### src/rtl/ma_subword_unit.sv
// MA-stage word/sub-word access controller; optional align check via `MA_ALIGN_CHECK_EN.
// Latency: loads and word stores 0 extra cycles; byte/halfword stores 2 cycles (RMW).
// Backpressure: stall held for the single IDLE cycle of a sub-word store.
module ma_subword_unit #(
  parameter int AW = 32,
  parameter int DW = 32
) (
  input  logic          CLK,
  input  logic          RST,
  input  logic          req_valid,
  input  logic          req_we,
  input  logic [1:0]    req_size,
  input  logic          req_unsigned,
  input  logic [AW-1:0] req_addr,
  input  logic [DW-1:0] req_wdata,
  output logic          stall,
  output logic [DW-1:0] rdata,
  output logic          addr_err,
  output logic          dm_we,
  output logic [AW-1:0] dm_addr,
  output logic [DW-1:0] dm_din,
  input  logic [DW-1:0] dm_dout
);

  typedef enum logic {IDLE, WRITE} state_t;

  state_t        state_q, state_d;
  logic [AW-1:0] addr_q;
  logic [DW-1:0] merge_q, merge_d;
  logic [DW-1:0] load_data;
  logic          is_byte, is_half, misaligned, sub_store;
  logic [1:0]    lane;
  logic [4:0]    byte_lsb;
  logic [7:0]    sel_byte;
  logic [15:0]   sel_half;

  assign is_byte  = (req_size == 2'b00);
  assign is_half  = (req_size == 2'b01);
  assign lane     = req_addr[1:0];
  // Big-endian: lane 0 is the most significant byte, i.e. bit offset 8*(3-lane).
  assign byte_lsb = {~lane, 3'b000};

`ifdef MA_ALIGN_CHECK_EN
  assign misaligned = (is_half && req_addr[0]) ||
                      (!is_byte && !is_half && (req_addr[1:0] != 2'b00));
`else
  assign misaligned = 1'b0;
`endif

  assign sub_store = req_valid && req_we && (is_byte || is_half) && !misaligned;

  always_comb begin
    sel_byte = dm_dout[byte_lsb +: 8];
    sel_half = req_addr[1] ? dm_dout[15:0] : dm_dout[31:16];
    if (is_byte)
      load_data = {{(DW-8){sel_byte[7] & ~req_unsigned}}, sel_byte};
    else if (is_half)
      load_data = {{(DW-16){sel_half[15] & ~req_unsigned}}, sel_half};
    else
      load_data = dm_dout;
  end

  always_comb begin
    merge_d = dm_dout;
    if (is_byte)
      merge_d[byte_lsb +: 8] = req_wdata[7:0];
    else if (req_addr[1])
      merge_d[15:0] = req_wdata[15:0];
    else
      merge_d[31:16] = req_wdata[15:0];
  end

  always_ff @(posedge CLK or posedge RST) begin
    if (RST) state_q <= IDLE;
    else     state_q <= state_d;
  end

  always_comb begin
    state_d = state_q;
    case (state_q)
      IDLE:    if (sub_store) state_d = WRITE;
      WRITE:   state_d = IDLE;
      default: state_d = IDLE;
    endcase
  end

  // Merged word is registered so dm_dout never reaches dm_din combinationally.
  always_ff @(posedge CLK or posedge RST) begin
    if (RST) begin
      addr_q  <= '0;
      merge_q <= '0;
    end else if (state_q == IDLE && sub_store) begin
      addr_q  <= req_addr;
      merge_q <= merge_d;
    end
  end

  // RST gates every output so a write in flight is dropped immediately.
  always_comb begin
    stall    = 1'b0;
    rdata    = '0;
    addr_err = 1'b0;
    dm_we    = 1'b0;
    dm_addr  = '0;
    dm_din   = '0;
    if (!RST) begin
      case (state_q)
        IDLE: begin
          dm_addr  = req_addr;
          addr_err = req_valid && misaligned;
          if (req_valid && !misaligned) begin
            if (!req_we) begin
              rdata = load_data;
            end else if (sub_store) begin
              stall = 1'b1;
            end else begin
              dm_we  = 1'b1;
              dm_din = req_wdata;
            end
          end
        end
        WRITE: begin
          dm_addr = addr_q;
          dm_din  = merge_q;
          dm_we   = 1'b1;
        end
        default: ;
      endcase
    end
  end

endmodule

### config.mk
export PLATFORM = sky130hd
export DESIGN_NAME = ma_subword_unit
export DESIGN_NICKNAME = d
export VERILOG_FILES = /design/src/rtl/ma_subword_unit.sv
export SDC_FILE = /design/constraint.sdc
export NUM_CORES = 1
export LEC_CHECK = 0
export CAP_MARGIN = 20
export CELL_PAD_IN_SITES_DETAIL_PLACEMENT = 1
export CELL_PAD_IN_SITES_GLOBAL_PLACEMENT = 1
export CORE_ASPECT_RATIO = 1.2
export CORE_UTILIZATION = 42
export DETAILED_ROUTE_END_ITERATION = 7
export DONT_BUFFER_PORTS = 1
export PLACE_DENSITY = 0.79
export SLEW_MARGIN = 40
export SYNTH_ARGS = -nofsm -noshare
export SYNTH_HDL_FRONTEND = slang
export SYNTH_SLANG_ARGS = --single-unit
### constraint.sdc
create_clock -name CLK -period 2.55 [get_ports CLK]
set_clock_uncertainty 0.1 [all_clocks]
set_input_delay 0.6375 -clock CLK [delete_from_list [all_inputs] [get_ports CLK]]
set_output_delay 0.6375 -clock CLK [all_outputs]
set_load 0.01 [all_outputs]
**Word level (Yosys, flattened, before mapping)**

Index checks and enable logic that the tools add are counted.

- Multiply operators: 0
- Bitwise operators: 5
- Equality and inequality tests: 1
- Add/sub/neg operators: 1
- Reduce and logical (&&, ||, !) cells: 5
- Magnitude comparators: 0
- Shift operators: 3
- Multiplexer cells: 29
- Div/mod/pow operators: 0

Operator list:

| cell | count |
|---|---|
| 32-bit 2-to-1 mux | 12 |
| 32-bit case mux with 2 select lines | 2 |
| 16-bit 2-to-1 mux | 3 |
| 32-bit bitwise mux | 1 |
| 8-bit by 7-bit variable shift with 32-bit output, first input constant | 1 |
| 32-bit by 6-bit indexed part select with 8-bit output | 1 |
| 8-bit by 7-bit indexed part select with 32-bit output | 1 |
| 1-bit 2-to-1 mux | 9 |
| 5-bit negation with 7-bit output | 1 |
| 1-bit case mux with 2 select lines | 2 |
| 1-bit logical AND | 3 |
| 1-bit AND | 2 |
| 2-bit by 1-bit == test with 1-bit output, second input constant | 1 |
| 2-bit zero test | 1 |
| 1-bit NOT | 2 |
| 2-bit NOT | 1 |
| 1-bit logical OR | 1 |

- Logic and storage cells: 47
- Latch bits: 0
- Memories kept: 0
- Memory bits (read-only): 0
- Memory bits (writable): 0
- Register bits: 65

**Longest topological paths before layout**

- Word-level depth: 8
- Mapped depth: 8
- Gate-level depth less buffers: 6

**Worst setup path before layout**

No wires, ideal clock.

- Path type: input to output
- Start point: input req_addr[1]
- End point: output rdata[0]
- Stages: 5
- Path buffers: 2
- Data required time: 1812 ps
- Path slack: -167 ps
- Arrival time: 1979 ps
- Cell sequence: buf_2 inv_1 clkbuf_1 o22ai_1 a2111oi_0

- Cells in the longest elaborated chain, start to end: 7
- Elaborated cells on any way between the ends: 9
- Classes of those cells: shift: 1; mux: 7; bitwise: 1

Ends and longest elaborated chain:

| element | RTL line | RTL |
|---|---|---|
| start, declared | 14 | `input logic [AW-1:0] req_addr,` |
| 2-bit NOT or 16-bit 2-to-1 mux (tied branches) | 41, 54 |  |
| 32-bit by 6-bit indexed part select with 8-bit output or 32-bit 2-to-1 mux (tied branches) | 53, 57 |  |
| 32-bit 2-to-1 mux (*) | 55 | `if (is_byte)` |
| 32-bit 2-to-1 mux (*) | 112 | `if (!req_we) begin` |
| 32-bit 2-to-1 mux (*) | 111 | `if (req_valid && !misaligned) begin` |
| 32-bit 2-to-1 mux (*) | 107 | `case (state_q)` |
| 32-bit 2-to-1 mux (*) | 106 | `if (!RST) begin` |
| end, declared | 17 | `output logic [DW-1:0] rdata,` |

Every way passes the cells marked *; elsewhere a longest branch is shown, timed or not.

**Worst setup path after layout**

- Start point: register state_q
- End point: output rdata[16]

- Cells in the longest elaborated chain, start to end: 2

Ends and longest elaborated chain:

| element | RTL line | RTL |
|---|---|---|
| start, declared | 27 | `state_t state_q, state_d;` |
| start signal, assigned | 75 | `else state_q <= state_d;` |
| 32-bit 2-to-1 mux | 107 |  |
| 32-bit 2-to-1 mux | 106 |  |

No other way between the ends.

==> qor.yml <==
layout:
  finish.instance_area_mm2: 0.00614
  seqCellArea_mm2: 0.00163
  nets: 712
  antennaDiodeCount: 0
  multiInputGateArea_mm2: 0.00352
  drive_gt1_share_pct: 19.4
  nFillCells: 1342
  area_growth_pct: 20.3
  fin_cells: 766
logic_synthesis:
  yosysSeqAreaShare_pct: 31.9
  syn_avg_cell_area_um2: 8.30
  synth_fp_nets: 723
  yosysWarnings: 0
  synth_edf_count: 0
  yosysUniqueCellTypes: 37
  ys_ff_latch: 65
  async_flop_share_pct: 100
  synth_top_area_share_pct: 31.9
  yosysTopAreaCell: "dfrtp_1"
  yosys-top-cells-area: "dfrtp_1, mux2i_1, nand2_1"
  yosys.cell_count.top_type: "nand2_1"
  synth-main-ff-cell: "dfrtp_1"
  synth_cells: 615
  synth_area_mm2: 0.00510
  synthTopCellsByCount: "nand2_1, nor2_1, mux2i_1, dfrtp_1, a21oi_1"
clock_tree:
  cts_tree: "yes"
  cts_inserted_buffers: 9
  clock_latency_ns: 0.32
  ctsHoldBuffers: 0
  cts_sinks: 65
  cts_buffer_depth: 2
  cts_root_buf: "clkbuf_16"
  clkTransAtPathRegs_ns: 0.05
  htree_levels: 3
placed_design:
  dp_slack_ns: -0.167
  dp_cells: 748
  dp.final_hpwl_um: 13100
  port_buffers: 0
  place_area_mm2: 0.00545
  gp_congestion: 0.855
floorplan:
  io_pins: 202
  start_util_pct: 43.7
  die_y_um: 123
  die_area_mm2: 0.0126
  row_count: 43
  die_w_um: 103
  core_area_mm2: 0.0117
critical_path:
  cp_num_buf_inv: 1
  worstPathMaxFanout: 15
  startpoint_type: "register"
  crit_required_ns: 1.81
  slowest_stage: "or4b_4"
  end_kind: "primary output"
  cp_cell_sequence: "or4b_4, a211oi_2, o21ai_2, buf_12, a21oi_4"
  path_class: "register to primary output"
  cp_slowest_stage_delay_ns: 0.54
  arrival_ns: 1.97
  path_delay_family: "simple AND/OR/NAND/NOR gates"
drt:
  drt_drc_violations_left: 0
  routed_via_density: 6.58
  routed_wl_um: 18800
  dr.max_layer_used: "met4"
  routedWlPerCell_um: 24.5
  vias: 5040
  drt-met1-wl_um: 6850
  route.met3.wl_um: 1700
  ant_nets: 0
  firstDrtPassIters: 4
  initialDrtViolationCount: 237
  wl_met2_um: 9090
grt:
  grt_pass1_vias: 5112
  antenna_found_initial: 0
  grt_overflow: 0
  grt_use_total_pct: 29.4
  grt_first_pass_wirelength_um: 27700
  grt_max_degree: 78
timing:
  finalSetupViolCount: 41
  hold_viol_final: 0
  rsz0062_at_grt: "yes"
  worst_pin_slew_ns: 0.809
  setup_slack_ns: -0.159
  fmax_mhz: 369
  drv_slew: 0
  finalCritPeriodShare_pct: 106
  slew_headroom_pct: 46.1
  min_period_ns: 2.71
  fin_tns_setup_ns: -3.95
power:
  power.share.clock_pct: 40.8
  ir_worst_vdd_mv: 0.299
  power_frac_comb_pct: 20.0
  p_switching_mw: 0.951
  switching_share_pct: 27.6
  power_density_mw_per_mm2: 562
  p_seq_share_pct: 39.2
  power.internal_mw: 2.49
  p_leak_nw: 2.55
outcome:
  status: "finished, violations left"
  violations: "setup timing"
min_path:
  worstHoldPathType: "input port to async pin"
job:
  cap_violations: 0
==> power groups by stage <==
stage                     Combinational (mW)  Clock, mW  Sequential, mW
after global routing                   0.760       1.48            1.37
after detailed placement               0.639          0            1.37
after CTS                              0.680       1.43            1.35
final                                  0.689       1.41            1.35
after floorplan                        0.563          0            1.32
after global placement                 0.606          0            1.35
==> layout make-up <==
class	count	share of cell area (%)
Tap cell	157	3.20
Clock buffer	9	3.67
Sequential cell	65	26.5
Inverter	25	1.59
Multi-Input combinational cell	466	57.4
Timing Repair Buffer	37	5.67
Clock inverter	7	1.94
==> layer usage <==
layer,vias up,GRT usage [%]
li1,2221,-
met1,2469,32.4
met2,283,49.5
met3,67,7.80
met4,0,18.6
met5,-,0
==> path summary, 6_finish.rpt <==
| kind | end | slack, ns | depth (start not counted) | start |
|---|---|---|---|---|
| max | rdata[16] | -0.16 | 5 | state_q$_DFF_PP0_ |
| min | addr_q[20]$_DFFE_PP0P_ | 0.13 | 1 | RST |
| max reg2reg | merge_q[16]$_DFFE_PP0P_ | 0.31 | 5 | state_q$_DFF_PP0_ |
| min reg2reg | addr_q[2]$_DFFE_PP0P_ | 0.37 | 2 | addr_q[2]$_DFFE_PP0P_ |
| max in group asynchronous | merge_q[28]$_DFFE_PP0P_ | 1.64 | 2 | RST |
| min in group CLK | addr_q[3]$_DFFE_PP0P_ | 0.32 | 2 | req_addr[3] |
==> sequential cells by signal (all words and copies together) (netlist names) <==
signal / flops
addr_q: 32
merge_q: 32
state_q: 1
==> layout by cell type (no fill, tap or decap), drive strengths merged, types with 11 or more instances in the layout <==
cell   synthesis  layout
nand2         97      97
buf           23      37
a21oi         50      50
a22oi         33      33
a22o          32      32
dfrtp         65      65
o21ai         11      11
nor2          77      77
mux2i         67      67
a221o         33      33
inv           23      22
==> cell families (layout without fill, tap and decap cells) <==
family	Yosys count	after routing	synth area share, %
other	1	1	0.0735
AND/OR/NAND/NOR	202	202	16.7
AO/OA/AOI/OAI	184	184	27.2
buffers and inverters	84	78	6.74
flip-flops	65	65	31.9
multiplexers	74	74	16.2
adder cells (fa/ha/maj)	5	5	1.23
==> through the flow <==
step / hold WS [ns] / total power [mW] / util (%)
CTS: 0.135 / 3.47 / 52.0
finish: 0.132 / 3.45 / 52.6
detailed placement: 0.367 / 2.01 / 46.7
floorplan: 0.345 / 1.88 / -
global route: 0.150 / 3.61 / 52.6
global placement: 0.358 / 1.96 / 46.7
==> repair_timing <==
item                                    in CTS  in global routing
buffers inserted                             1                  1
endpoints found under the setup margin      87                 96
pin swaps                                    1                  1
resized for setup                           46                 15
endpoints found under the hold margin        0                  0
Power figures use the tool's default switching activity.
==> edit, RTL diff (same flow settings) <==
Make the reset (`RST`) synchronous in 2 clocked blocks.
--- a/src/rtl/ma_subword_unit.sv
+++ b/src/rtl/ma_subword_unit.sv
@@ -70,7 +70,7 @@
       merge_d[31:16] = req_wdata[15:0];
   end
 
-  always_ff @(posedge CLK or posedge RST) begin
+  always_ff @(posedge CLK) begin
     if (RST) state_q <= IDLE;
     else     state_q <= state_d;
   end
@@ -85,7 +85,7 @@
   end
 
   // Merged word is registered so dm_dout never reaches dm_din combinationally.
-  always_ff @(posedge CLK or posedge RST) begin
+  always_ff @(posedge CLK) begin
     if (RST) begin
       addr_q  <= '0;
       merge_q <= '0;
Function: no difference found for any inputs over 10 cycles, from zero or initial values and one cycle with RST high; that may be too few to reach the edited logic, so the function may still have changed.
==> edit against the unedited design <==
- power is 14% lower
- maximum frequency is 7.6% higher
- non-clock buffer count rose by 19
- final area shrank 2.7%
- sequential cell count stayed put
- sequential power is 20% lower
- critical endpoint is now rdata[1]
- setup slack improved by 0.19 ns
- critical path depth grew 1
- area after synthesis rose by 3.1%
- final cell count grew 7.4%
- critical path type unchanged
- wire length shrank 1.7%
==> edit: results (changes against the unedited design) <==
Initial DRT Pass Iterations - 5 (+1)
Slew @ Worst Pin - 0.586 ns (-0.223 ns)
All-layer global routing usage - 27.7% (-1.6 points)
Vias per inst - 6.47 (-1.7%)
Vias in the first global route - 5,304 (+3.8%)
Worst slack at placement - -0.00483 ns (+0.163 ns)
Port-buffer cells - 0 (unchanged)
R2R Path Start - state_q
Top cells by count, synth - nand2_1 (97), mux2i_1 (89), nor2_1 (83)
Top FF cell, synth - dfxtp_1
Layout cell share with drive strength beyond 1 - 17.2% (-2.2 points)
Largest regs - addr_q x32, merge_q x32, state_q x1
Max stage delay cell, worst path - dfxtp_4
Crit start category - flip-flop
Worst R2R End - merge_q[26]
LEAKAGE - 2.18 nW (-14%)
Yosys warning total - 0 (unchanged)
Crit path max-delay family - buffers and inverters
Clk slew on worst S/H paths - 0.06 ns
Worst Path Max Fanout - 8 (-7)
Hold wc startpoint - RST
Asr flop ratio synth - 0% (-100 points)
Ranking of synthesized cells by area - dfxtp_1 (25%), mux2i_1 (17%), nand2_1 (6.9%)
Critical path's largest stage delay - 0.38 ns (-0.16 ns)
Post-DP HPWL - 13,200 um (+0.57%)
Worst VDD drop - 328 uV (+9.7%)
Root buffer cell - clkbuf_16
Clock Path Buffers - 2 (unchanged)
Final routed DRC violation total - 0 (unchanged)
H-tree depth - 3 (unchanged)
Num CTS Buffers - 9 (unchanged)
Hold Crit Endpoint - state_q
Avg WL per Cell - 22.4 um (-8.6%)
GP Congestion - 0.869 (+1.6%)
Sequential element share of the synthesized area - 24.7% (-7.1 points)
Number of diodes - 0 (unchanged)
Reg2reg setup slack - 0.91 ns (+0.60 ns)
First-pass GRT wire length - 28,600 um (+3.3%)
Pin count of the biggest net entering global routing - 71 (-9.0%)
Hold Path Depth - 1
Antenna violations before repair - 0 (unchanged)
Post-Synthesis Net Count - 768 (+6.2%)
HP Class - in2reg
Cells on worst reg2reg path - 4 (-1)
Status - finished clean
DRT iter0 DRCs - 277 (+17%)
Worst-Skew Late Latency - 0.33 ns
Post-synthesis cell type count - 48 (+30%)
Worst EP arrival - 1.78 ns (-0.19 ns)
## edit: changes by cell type after synthesis, moves of 9 or more
cell / delta
buf_2: +13
dfrtp_1: -65
mux2i_1: +22
nand3b_1: +9
a22o_1: -32
a22oi_1: -33
a32o_1: +32
a211oi_1: +13
a221o_1: -25
dfxtp_1: +65
a21oi_2: -10
o221ai_1: +16
## edit: worst max-delay path by stage
stage                  endpoint  slack [ns]
finish                 rdata[1]        0.03
detailed placement     rdata[5]      -0.005
floorplan           merge_q[19]       0.006
global route          rdata[18]       -0.03
global placement       rdata[5]        0.06
CTS                    rdata[1]       0.005
## edit: timing repair
item                                    CTS  global route
cloned                                    0             0
pin swaps                                 1            10
buffers inserted                          0             5
endpoints found under the setup margin   14            34
resized for setup                         1            22
## edit: cell type report
cell class | count | area [um2]
Fill cell | 1456 | 6200
Multi-Input combinational cell | 503 | 3600
Sequential cell | 65 | 1310
Timing Repair Buffer | 56 | 457
Clock buffer | 9 | 225
Tap cell | 161 | 201
Clock inverter | 7 | 93.8
Inverter | 22 | 83.8
## edit: report_power, final
group | internal, W | total (W) | leakage (nW) | switching (W)
Clock | 0.000856 | 0.00134 | 0.152 | 0.000489
Combinational | 0.000237 | 0.000534 | 1.50 | 0.000297
Sequential | 0.00105 | 0.00108 | 0.529 | 0.0000242
## edit: kinds of logic after synthesis
group / count (synthesis) / share of synthesized area [%]
simple gates: 243 / 21.7
mux: 98 / 20.5
other cells: 1 / 0.0713
fa+ha+maj: 5 / 1.19
flops: 65 / 24.7
compound gates: 156 / 23.6
buf+inv: 92 / 8.28
## edit: metrics by stage
stage	hold WS (ns)	instances	instance area [um2]
after global placement	0.335	802	5540
after detailed placement	0.344	802	5540
final	0.269	823	5970
after global routing	0.269	823	5970
after floorplan	0.336	660	5260
after CTS	0.259	818	5860
## edit: layer usage
layer	track usage, %	vias to the layer above	routed length, um
met3	7.01	65	1510
met1	31.6	2588	6950
li1	-	2405	-
met4	14.7	0	870
met2	47.5	267	9140
met5	0	-	0
